===== config.mk =====
export PLATFORM = sky130hd
export DESIGN_NAME = primary_ray_dispatch_flat
export DESIGN_NICKNAME = d
export VERILOG_FILES = /design/src/rtl/primary_ray_dispatch_if.sv /design/src/rtl/primary_ray_dispatch.sv /design/src/flat_wrapper.sv
export SDC_FILE = /design/constraint.sdc
export NUM_CORES = 1
export LEC_CHECK = 0
export ABC_CLOCK_PERIOD_IN_PS = 7200
export BUFFER_PORTS_ARGS = -buffer_cell sky130_fd_sc_hd__buf_2
export CORE_MARGIN = 3
export CORE_UTILIZATION = 45
export DETAILED_ROUTE_END_ITERATION = 10
export PLACE_DENSITY = 0.69
export SYNTH_ARGS = -nofsm -noshare
export SYNTH_HDL_FRONTEND = slang
export SYNTH_SLANG_ARGS = --single-unit
export TNS_END_PERCENT = 1

===== constraint.sdc =====
create_clock -name clk -period 7.2 [get_ports clk]
set_input_delay 0 -clock clk [delete_from_list [all_inputs] [get_ports clk]]
set_output_delay 0 -clock clk [all_outputs]
set_load 0.02 [all_outputs]

===== src/rtl/primary_ray_dispatch_if.sv =====
`default_nettype none
// ============================================================================
//  Module      : primary_ray_dispatch_if
//  Description : Bundles the four handshake channels around the primary ray
//                dispatcher (ray generator in, traversal out, shader retire
//                in, pixel write out) plus the status outputs.
//                  slave  : the dispatcher's view
//                  master : the surrounding environment's view
//  Ports       : none (signals only)
//  Revision    : 1.0 - initial release
// ============================================================================
interface primary_ray_dispatch_if #(
    parameter int ID_W  = 4,
    parameter int PIX_W = 19
);
    // ray generator -> dispatcher: {pixelID, origin.xyz, dir.xyz}
    logic                  prg_to_shader_valid;
    logic [PIX_W+191:0]    prg_to_shader_data;
    logic                  prg_to_shader_stall;
    // dispatcher -> traversal: {rayID, origin.xyz, dir.xyz}
    logic                  trav_valid;
    logic [ID_W+191:0]     trav_data;
    logic                  trav_stall;
    // shader -> dispatcher: retired ray and its final colour
    logic                  done_valid;
    logic [ID_W-1:0]       done_rayID;
    logic [23:0]           done_color;
    logic                  done_stall;
    // dispatcher -> frame buffer
    logic                  pix_valid;
    logic [PIX_W-1:0]      pix_pixelID;
    logic [23:0]           pix_color;
    logic                  pix_stall;
    // status
    logic [ID_W:0]         in_flight;
    logic                  err;

    modport slave (
        input  prg_to_shader_valid, prg_to_shader_data,
        output prg_to_shader_stall,
        output trav_valid, trav_data,
        input  trav_stall,
        input  done_valid, done_rayID, done_color,
        output done_stall,
        output pix_valid, pix_pixelID, pix_color,
        input  pix_stall,
        output in_flight, err
    );

    modport master (
        output prg_to_shader_valid, prg_to_shader_data,
        input  prg_to_shader_stall,
        input  trav_valid, trav_data,
        output trav_stall,
        output done_valid, done_rayID, done_color,
        input  done_stall,
        input  pix_valid, pix_pixelID, pix_color,
        output pix_stall,
        input  in_flight, err
    );
endinterface
`default_nettype wire


===== src/rtl/primary_ray_dispatch.sv =====
`default_nettype none
// ============================================================================
//  Module      : primary_ray_dispatch
//  Description : Assigns a rayID from a free list to every primary ray taken
//                from the ray generator, remembers the ray's pixelID in a
//                slot table and forwards the ray to traversal. When the
//                shader retires a rayID, the pixelID is looked up, a pixel
//                write is emitted and the rayID is returned to the free list.
//  Ports       : clk   - clock
//                rst   - asynchronous active-high reset
//                bus   - primary_ray_dispatch_if.slave (all handshakes,
//                        in_flight count and sticky err flag)
//  Revision    : 1.0 - initial release
// ============================================================================
module primary_ray_dispatch #(
    parameter int NUM_RAYS = 16,
    parameter int ID_W     = 4,
    parameter int PIX_W    = 19
) (
    input  wire logic               clk,
    input  wire logic               rst,
    primary_ray_dispatch_if.slave   bus
);

    localparam logic [ID_W:0]   NUM_RAYS_W = (ID_W+1)'(NUM_RAYS);
    localparam logic [ID_W-1:0] LAST_ID    = ID_W'(NUM_RAYS - 1);

    typedef enum logic [0:0] {
        ST_INIT = 1'b0,
        ST_RUN  = 1'b1
    } state_t;

    // ------------------------------------------------------------------
    // State
    // ------------------------------------------------------------------
    state_t                 state_q, state_d;
    logic [ID_W-1:0]        init_cnt_q, init_cnt_d;

    // Free list: circular FIFO. Depth is a power of two so head/tail wrap
    // naturally; count needs one extra bit to express "full".
    logic [ID_W-1:0]        head_q, head_d;
    logic [ID_W-1:0]        tail_q, tail_d;
    logic [ID_W:0]          count_q, count_d;
    logic [ID_W-1:0]        fl_mem_q [NUM_RAYS];

    // Slot table: pixelID per rayID, plus a busy bit per slot so that a
    // retire of an unallocated ID can be detected and dropped.
    logic [PIX_W-1:0]       slot_table_q [NUM_RAYS];
    logic [NUM_RAYS-1:0]    busy_q, busy_d;

    logic                   err_q, err_d;

    logic                   trav_valid_q, trav_valid_d;
    logic [ID_W+191:0]      trav_data_q, trav_data_d;

    logic                   pix_valid_q, pix_valid_d;
    logic [PIX_W-1:0]       pix_pixelID_q, pix_pixelID_d;
    logic [23:0]            pix_color_q, pix_color_d;

    // ------------------------------------------------------------------
    // Handshake decode
    // ------------------------------------------------------------------
    logic                   run;
    logic                   fl_empty;
    logic                   prg_stall;
    logic                   done_stall;
    logic                   alloc_fire;
    logic                   retire_fire;
    logic                   retire_ok;
    logic                   retire_bad;
    logic                   fl_push;
    logic                   fl_pop;
    logic [ID_W-1:0]        fl_push_id;
    logic [ID_W-1:0]        pop_id;
    logic [PIX_W-1:0]       ray_pix;
    logic [191:0]           ray_geom;

    assign run        = (state_q == ST_RUN);
    assign fl_empty   = (count_q == '0);

    // A full trav register that traversal is refusing blocks new rays, so
    // no ID is popped while the output cannot advance.
    assign prg_stall  = !run || fl_empty || (trav_valid_q && bus.trav_stall);
    assign done_stall = !run || (pix_valid_q && bus.pix_stall);

    assign alloc_fire  = bus.prg_to_shader_valid && !prg_stall;
    assign retire_fire = bus.done_valid && !done_stall;

    // Retires of non-busy IDs are consumed but otherwise ignored.
    assign retire_ok   = retire_fire &&  busy_q[bus.done_rayID];
    assign retire_bad  = retire_fire && !busy_q[bus.done_rayID];

    // During INIT the list is seeded with 0..NUM_RAYS-1; afterwards the
    // only pushes are retired IDs.
    assign fl_push     = !run || retire_ok;
    assign fl_push_id  = run ? bus.done_rayID : init_cnt_q;
    assign fl_pop      = alloc_fire;
    assign pop_id      = fl_mem_q[head_q];

    assign ray_pix     = bus.prg_to_shader_data[PIX_W+191:192];
    assign ray_geom    = bus.prg_to_shader_data[191:0];

    // ------------------------------------------------------------------
    // Next-state logic
    // ------------------------------------------------------------------
    always_comb begin
        state_d       = state_q;
        init_cnt_d    = init_cnt_q;
        head_d        = head_q;
        tail_d        = tail_q;
        count_d       = count_q;
        busy_d        = busy_q;
        err_d         = err_q;
        trav_valid_d  = trav_valid_q;
        trav_data_d   = trav_data_q;
        pix_valid_d   = pix_valid_q;
        pix_pixelID_d = pix_pixelID_q;
        pix_color_d   = pix_color_q;

        // INIT seeds one free-list entry per cycle, then RUN forever.
        if (!run) begin
            init_cnt_d = init_cnt_q + 1'b1;
            if (init_cnt_q == LAST_ID) begin
                state_d = ST_RUN;
            end
        end

        // Free-list pointers; simultaneous push and pop keeps count.
        if (fl_push) begin
            tail_d = tail_q + 1'b1;
        end
        if (fl_pop) begin
            head_d = head_q + 1'b1;
        end
        case ({fl_push, fl_pop})
            2'b10:   count_d = count_q + 1'b1;
            2'b01:   count_d = count_q - 1'b1;
            default: count_d = count_q;
        endcase

        // The popped ID comes from the free list and the retired ID is busy,
        // so these two indices never collide within one cycle.
        if (alloc_fire) begin
            busy_d[pop_id] = 1'b1;
        end
        if (retire_ok) begin
            busy_d[bus.done_rayID] = 1'b0;
        end

        if (retire_bad) begin
            err_d = 1'b1;
        end

        // Traversal output register: load on transfer, hold under stall,
        // clear once accepted with nothing new behind it.
        if (alloc_fire) begin
            trav_valid_d = 1'b1;
            trav_data_d  = {pop_id, ray_geom};
        end else if (trav_valid_q && !bus.trav_stall) begin
            trav_valid_d = 1'b0;
            trav_data_d  = '0;
        end

        // Pixel output register: same pattern; data is left in place after
        // acceptance, only valid drops.
        if (retire_ok) begin
            pix_valid_d   = 1'b1;
            pix_pixelID_d = slot_table_q[bus.done_rayID];
            pix_color_d   = bus.done_color;
        end else if (pix_valid_q && !bus.pix_stall) begin
            pix_valid_d   = 1'b0;
        end
    end

    // ------------------------------------------------------------------
    // Control registers
    // ------------------------------------------------------------------
    always_ff @(posedge clk or posedge rst) begin
        if (rst) begin
            state_q       <= ST_INIT;
            init_cnt_q    <= '0;
            head_q        <= '0;
            tail_q        <= '0;
            count_q       <= '0;
            busy_q        <= '0;
            err_q         <= 1'b0;
            trav_valid_q  <= 1'b0;
            trav_data_q   <= '0;
            pix_valid_q   <= 1'b0;
            pix_pixelID_q <= '0;
            pix_color_q   <= '0;
        end else begin
            state_q       <= state_d;
            init_cnt_q    <= init_cnt_d;
            head_q        <= head_d;
            tail_q        <= tail_d;
            count_q       <= count_d;
            busy_q        <= busy_d;
            err_q         <= err_d;
            trav_valid_q  <= trav_valid_d;
            trav_data_q   <= trav_data_d;
            pix_valid_q   <= pix_valid_d;
            pix_pixelID_q <= pix_pixelID_d;
            pix_color_q   <= pix_color_d;
        end
    end

    // ------------------------------------------------------------------
    // Storage arrays (no reset needed: contents are only read for entries
    // that were written since the last reset, guarded by count/busy).
    // ------------------------------------------------------------------
    always_ff @(posedge clk) begin
        if (fl_push) begin
            fl_mem_q[tail_q] <= fl_push_id;
        end
        if (alloc_fire) begin
            slot_table_q[pop_id] <= ray_pix;
        end
    end

    // ------------------------------------------------------------------
    // Outputs
    // ------------------------------------------------------------------
    assign bus.prg_to_shader_stall = prg_stall;
    assign bus.done_stall          = done_stall;
    assign bus.trav_valid          = trav_valid_q;
    assign bus.trav_data           = trav_data_q;
    assign bus.pix_valid           = pix_valid_q;
    assign bus.pix_pixelID         = pix_pixelID_q;
    assign bus.pix_color           = pix_color_q;
    assign bus.err                 = err_q;
    // During INIT count climbs from 0, so the slot count is forced to 0.
    assign bus.in_flight           = run ? (NUM_RAYS_W - count_q) : '0;

endmodule
`default_nettype wire


===== src/flat_wrapper.sv =====
// flat-port wrapper written by rule: the top's interface ports become plain ports
module primary_ray_dispatch_flat 
#(
    parameter int NUM_RAYS = 16,
    parameter int ID_W     = 4,
    parameter int PIX_W    = 19
)
  (clk, rst, bus_prg_to_shader_valid, bus_prg_to_shader_data, bus_prg_to_shader_stall, bus_trav_valid, bus_trav_data, bus_trav_stall, bus_done_valid, bus_done_rayID, bus_done_color, bus_done_stall, bus_pix_valid, bus_pix_pixelID, bus_pix_color, bus_pix_stall, bus_in_flight, bus_err);
  primary_ray_dispatch_if #(.ID_W(ID_W), .PIX_W(PIX_W)) bus_i ();
  input  wire logic clk;
  input  wire logic rst;
  input wire logic [$bits(bus_i.prg_to_shader_valid)-1:0] bus_prg_to_shader_valid;
  input wire logic [$bits(bus_i.prg_to_shader_data)-1:0] bus_prg_to_shader_data;
  output wire logic [$bits(bus_i.prg_to_shader_stall)-1:0] bus_prg_to_shader_stall;
  output wire logic [$bits(bus_i.trav_valid)-1:0] bus_trav_valid;
  output wire logic [$bits(bus_i.trav_data)-1:0] bus_trav_data;
  input wire logic [$bits(bus_i.trav_stall)-1:0] bus_trav_stall;
  input wire logic [$bits(bus_i.done_valid)-1:0] bus_done_valid;
  input wire logic [$bits(bus_i.done_rayID)-1:0] bus_done_rayID;
  input wire logic [$bits(bus_i.done_color)-1:0] bus_done_color;
  output wire logic [$bits(bus_i.done_stall)-1:0] bus_done_stall;
  output wire logic [$bits(bus_i.pix_valid)-1:0] bus_pix_valid;
  output wire logic [$bits(bus_i.pix_pixelID)-1:0] bus_pix_pixelID;
  output wire logic [$bits(bus_i.pix_color)-1:0] bus_pix_color;
  input wire logic [$bits(bus_i.pix_stall)-1:0] bus_pix_stall;
  output wire logic [$bits(bus_i.in_flight)-1:0] bus_in_flight;
  output wire logic [$bits(bus_i.err)-1:0] bus_err;
  assign bus_i.prg_to_shader_valid = bus_prg_to_shader_valid;
  assign bus_i.prg_to_shader_data = bus_prg_to_shader_data;
  assign bus_prg_to_shader_stall = bus_i.prg_to_shader_stall;
  assign bus_trav_valid = bus_i.trav_valid;
  assign bus_trav_data = bus_i.trav_data;
  assign bus_i.trav_stall = bus_trav_stall;
  assign bus_i.done_valid = bus_done_valid;
  assign bus_i.done_rayID = bus_done_rayID;
  assign bus_i.done_color = bus_done_color;
  assign bus_done_stall = bus_i.done_stall;
  assign bus_pix_valid = bus_i.pix_valid;
  assign bus_pix_pixelID = bus_i.pix_pixelID;
  assign bus_pix_color = bus_i.pix_color;
  assign bus_i.pix_stall = bus_pix_stall;
  assign bus_in_flight = bus_i.in_flight;
  assign bus_err = bus_i.err;
  primary_ray_dispatch #(.NUM_RAYS(NUM_RAYS), .ID_W(ID_W), .PIX_W(PIX_W)) u_core (.clk(clk), .rst(rst), .bus(bus_i));
endmodule

# Word level (Yosys, flattened, before mapping)
# Memories as Yosys holds them, arrays and structs flattened. A register that Yosys moved wholly into a read port is not among the register bits.
# Cells that the tools add are included.
classes:
  add_sub_neg: 6
  order_cmp: 4
  eq_ne: 3
  muxes: 23
  bitwise_logic: 3
  n_reduce_logical: 24
op_table:
  columns: ["operator", "n"]
  rows:
  - ["2-to-1 mux 196 bit", 2]
  - ["2-to-1 mux 16 bit", 2]
  - ["AND 16 bit", 1]
  - ["NOT 16 bit", 1]
  - ["bitwise OR 16 bit", 1]
  - ["2-to-1 mux 1 bit", 13]
  - ["adder 4 x 1 -> 4 bit (second input constant)", 3]
  - ["logical AND 1 bit", 10]
  - ["< comparator 4 x 5 -> 1 bit (second input constant)", 2]
  - ["one-hot mux 5 bit (2 select lines)", 1]
  - ["demux 1 bit (select 4 bit)", 2]
  - [">= comparator 4 x 1 -> 1 bit (second input constant)", 2]
  - ["logical NOT 1 bit", 6]
  - ["nonzero test 2 bit", 3]
  - ["adder 5 x 1 -> 5 bit (second input constant)", 1]
  - ["logical NOT 5 bit", 1]
  - ["2-to-1 mux 5 bit", 1]
  - ["subtractor 5 x 1 -> 5 bit (second input constant)", 1]
  - ["subtractor 5 bit (first input constant)", 1]
  - ["binary-select mux 1 bit (select 4 bit)", 1]
  - ["== test 4 bit (second input constant)", 1]
  - ["logical OR 1 bit", 4]
  - ["2-to-1 mux 4 bit", 1]
  - ["== test 2 x 1 -> 1 bit (second input constant)", 1]
  - ["== test 2 bit (second input constant)", 1]
totals:
  regBits: 257
  ram_bits: 368
  in_bits: 245
  output_inout_bits: 249
  wordCells: 76
  n_memories: 2
memory_table:
  columns: ["name", "words", "width", "read_ports", "rd_ports_with_merged_regs", "write_ports", "line", "rtl"]
  rows:
  - ["u_core.slot_table_q", 16, 19, 1, 1, 1, "primary_ray_dispatch.sv:48", "logic [PIX_W-1:0] slot_table_q [NUM_RAYS];"]
  - ["u_core.fl_mem_q", 16, 4, 1, 0, 1, "primary_ray_dispatch.sv:44", "logic [ID_W-1:0] fl_mem_q [NUM_RAYS];"]

# Longest topological paths before layout
# An unclocked memory read counts as a cell.
depth:
  word_depth: 9
  ltp_mapped: 17
  mapped_depth_nobuf: 14

# Least setup slack after synthesis
# Ideal clock, no wire load.
synth_path:
  kind: "reg-to-reg"
  start: "register u_core.count_q[0]"
  end: "memory u_core.slot_table_q[11][0], enable pin"
  setup_ns: 0.421
  t_arrival_ns: 3.159
  t_required_ns: 6.779
  setup_slack_ns: 3.620
  path_stages_with_launch: 9
  n_path_buf: 1
  period_less_slack_ns: 3.580
  cell_sequence: "dfrtp_1 inv_1 ha_1 nor3b_1 ha_1 a211o_1 a211o_1 buf_6 nor3_1"
synth_between:
  elab_chain_len: 7
synth_lines:
  columns: ["item", "line", "rtl"]
  rows:
  - ["start: declaration", "primary_ray_dispatch.sv:43", "logic [ID_W:0] count_q, count_d;"]
  - ["start signal: assignment", "primary_ray_dispatch.sv:197", "count_q <= count_d;"]
  - ["logical NOT 5 bit", "primary_ray_dispatch.sv:79", "assign fl_empty = (count_q == '0);"]
  - ["logical OR 1 bit (2 in a row)", "primary_ray_dispatch.sv:83", "assign prg_stall = !run || fl_empty || (trav_valid_q && bus.trav_stall);"]
  - ["named net bus_prg_to_shader_stall", "flat_wrapper.sv:14", "output wire logic [$bits(bus_i.prg_to_shader_stall)-1:0] bus_prg_to_shader_stall;"]
  - ["logical NOT 1 bit", "primary_ray_dispatch.sv:86", "assign alloc_fire = bus.prg_to_shader_valid && !prg_stall;"]
  - ["logical AND 1 bit", "primary_ray_dispatch.sv:86", null]
  - ["2-to-1 mux 1 bit", "primary_ray_dispatch.sv:216", "if (alloc_fire) begin"]
  - ["2-to-1 mux 1 bit (implied by the code)", "primary_ray_dispatch.sv:217", "slot_table_q[pop_id] <= ray_pix;"]
  - ["end: declaration", "primary_ray_dispatch.sv:48", null]
# The timed path passes the listed nets, and every way through them passes these cells.

# Final worst setup path
layout_path:
  start: "register u_core.count_q[0]"
  end: "memory u_core.slot_table_q[2][10], enable pin"
layout_between:
  elab_chain_len: 7
layout_lines:
  columns: ["item", "line"]
  rows:
  - ["logical NOT 5 bit", "primary_ray_dispatch.sv:79"]
  - ["logical OR 1 bit (2 in a row)", "primary_ray_dispatch.sv:83"]
  - ["logical NOT 1 bit", "primary_ray_dispatch.sv:86"]
  - ["logical AND 1 bit", "primary_ray_dispatch.sv:86"]
  - ["2-to-1 mux 1 bit", "primary_ray_dispatch.sv:216"]
  - ["2-to-1 mux 1 bit (implied by the code)", "primary_ray_dispatch.sv:217"]
# Every way passes these cells.

==> out/results.ini <==
[logic_synthesis]
synth_commonest_cells=edfxtp_1 (368), dfrtp_1 (276), a22o_1 (195)
synth_area_mm2=0.0245
yosysWarnings=0
yosysMostFrequentCell=edfxtp_1
synth-edff-count=368
synth_nets=1529
synth_area_leaders=edfxtp_1 (45%), dfrtp_1 (28%), mux4_2 (9.5%)
synth-seq-cells=644
synth-main-ff-cell=edfxtp_1
syn-instance-count=1273
synth_top_area_share_pct=45.0
synthArstFlopShare_pct=42.9
synth_compound_area_share_pct=8.43
synthMuxAreaShare_pct=13.1
synth-xor-area-share_pct=0.607
yosysUniqueCellTypes=58
ys_seq_area_share_pct=73.2
synth-simple-area-share_pct=2.17
synth_top_family_by_area=multiplexers
syn_avg_cell_area_um2=19.3
synthAdderAreaFrac_pct=0.561
synth_top_area_cell=edfxtp_1

[timing]
slew_headroom_pct=30.1
max_slew.worst_pin.slew_ps=1050
finalWorstSetupSlack_ps=3110
post-route-period-util_pct=56.8
rsz0062_at_grt=no
final-setup-viol-count=0
final-max-slew-violation-count=0
period_minus_slack_ps=4090
fin_worst_skew_ps=24.4
fmax_mhz=245
hold_slack_ps=134
fin_setup_tns_ps=0
hold_viol_final=0

[pwr]
p_per_area_mw_per_mm2=353
p_leak_nw=13.2
ir_drop_mv=0.227

[critical_path]
cp_num_buf_inv=2
cpLargestDelayFamily=simple AND/OR/NAND/NOR gates
cp-start-kind=register
worstSetupPathType=reg -> reg
worstPathRequired_ps=7410
cp_cell_sequence=inv_1 -> ha_1 -> nor3b_1 -> ha_1 -> a211o_1 -> nor2_4 -> buf_12 -> nand4_1 -> nor2_4
critPathMaxStageDelay_ps=870
cp_max_fo=205
critPathArrivalTime_ps=4300
critPathCaptureType=register
critPathSlowestCell=nor2_4

[global_routing]
grt_use_total_pct=26.1
grt-ovfl-total=0
grt_max_degree=206
grt_pass1_wl_mm=109
grt_pass1_vias=16636
antenna_found_initial=19

[run]
maxCapViolCount=0

[cells_and_area]
multi_input_area_mm2=0.00619
area.growth.synth_to_final_pct=31.6
post-route-util_pct=60.6
seq_area_mm2=0.0180
drive_above_1_share_pct=38.3
nNetsFinal=2261
fillers=3807

[floorplan]
ios=494
chipWidth_um=240
fp.dieH_um=240
start_util_pct=46.1
core_area_mm2=0.0533
dieArea_mm2=0.0574
core.rowCount=84

[detailed_routing]
vias_per_cell=5.67
dr_total_vias=15649
drc=0
dr.pass1.iters=5
drt_iter0_drc=1523
ant_nets=0
detail_route.wl_per_cell_um=27.3
wirelength_mm=75.5

[clocking]
clock_latency_ps=600
clock-sinks=644
clock_tree.buffer_depth=3
h-tree-depth=3
cts_tree=yes
cts-buffers-inserted=67
ctsRootBufferMaster=clkbuf_16
path_clk_slew_ps=60

[placed_design]
place_hpwl_mm=47.9
dp_slack_ps=3120
gp_congestion=0.921
io_buffers=493

[run_status]
status=finished, final reports clean

[worst_hold_path]
min_path_type=in -> async

==> path summary, 6_finish.rpt <==
check | startpoint | end | slack (ps) | cells past startpoint
min | rst | u_core.bus.trav_data[146] | 130 | 4
max reg2reg | u_core.count_q[0] | u_core.slot_table_q[2][10] | 3110 | 9
min reg2reg | u_core.bus.err | u_core.bus.err | 480 | 1
max | u_core.count_q[0] | u_core.slot_table_q[2][10] | 3110 | 9
min in group clk | bus_done_rayID[1] | u_core.busy_q[4] | 150 | 2
max in group asynchronous | rst | u_core.bus.trav_data[23] | 5470 | 5
==> tightest hold or removal path: cells and delay by family <==
family,cells,cell delay (ps)
buffers and inverters,4,1230
==> registers in the layout, indices dropped and copies added (netlist names) <==
register                count
u_core.bus.err              1
u_core.bus.pix_color       24
u_core.bus.pix_pixelID     19
u_core.bus.pix_valid        1
u_core.bus.trav_data      196
u_core.bus.trav_valid       1
u_core.busy_q              16
u_core.count_q              5
u_core.fl_mem_q            64
u_core.head_q               4
u_core.init_cnt_q           4
u_core.run                  1
u_core.slot_table_q       304
u_core.tail_q               4
==> what timing repair did <==
item                                    CTS  global route
endpoints found under the hold margin   732             0
gates resized for setup                   0             0
endpoints found under the setup margin    0             0
buffers inserted                          0             0
hold buffers                            239             0
==> layer usage <==
layer / share of wire, % / GRT usage (%) / vias up / routed length, um
met5: 0.0093 / 0 / - / 7
met4: 5.6 / 13.8 / 2 / 4250
met3: 10 / 9.68 / 220 / 7550
met2: 47 / 40.6 / 785 / 35700
met1: 37 / 32.1 / 8033 / 28000
li1: - / - / 6609 / -
==> logic make-up after synthesis <==
logic type / count (synthesis)
multiplexers: 170
flip-flops: 644
adder cells (fa/ha/maj): 11
buffers and inverters: 97
XOR/XNOR: 17
AND/OR/NAND/NOR: 98
AO/OA/AOI/OAI: 236
==> layout make-up <==
cell class / count / area share [%]
Clock inverter: 29 / 0.868
Inverter: 11 / 0.139
Tap cell: 688 / 2.67
Timing Repair Buffer: 749 / 15.6
Clock buffer: 91 / 5.82
Antenna cell: 17 / 0.132
Sequential cell: 644 / 55.6
Multi-Input combinational cell: 532 / 19.2
==> power breakdown <==
part           internal, W  switching [W]
clock network      0.00199        0.00143
registers          0.00462       0.000444
logic              0.00114        0.00177
total              0.00775        0.00364
==> cell usage in the layout, fill, tap and decap left out, types with 9 or more instances in the layout <==
cell and n:
ha_1 11, mux4_2 103, dfrtp_1 276, clkbuf_1 16, nor2_4 9, nand2_1 21, a22o_1 195, inv_1 9
dlygate4sd3_1 239, mux2_2 50, clkinv_2 10, diode_2 17, mux4_1 10, nor2_1 23, buf_2 491, clkbuf_16 70
buf_4 16, xnor2_1 10, edfxtp_1 368
==> per-stage QoR <==
step,area [um2],instances,power [W]
detailed placement,27700,2385,0.00787
CTS,32200,2744,0.0114
global placement,27700,2385,0.00783
global route,32300,2759,0.0118
floorplan,24500,1273,0.00678
finish,32300,2761,0.0114
(Power assumes the default switching activity.)
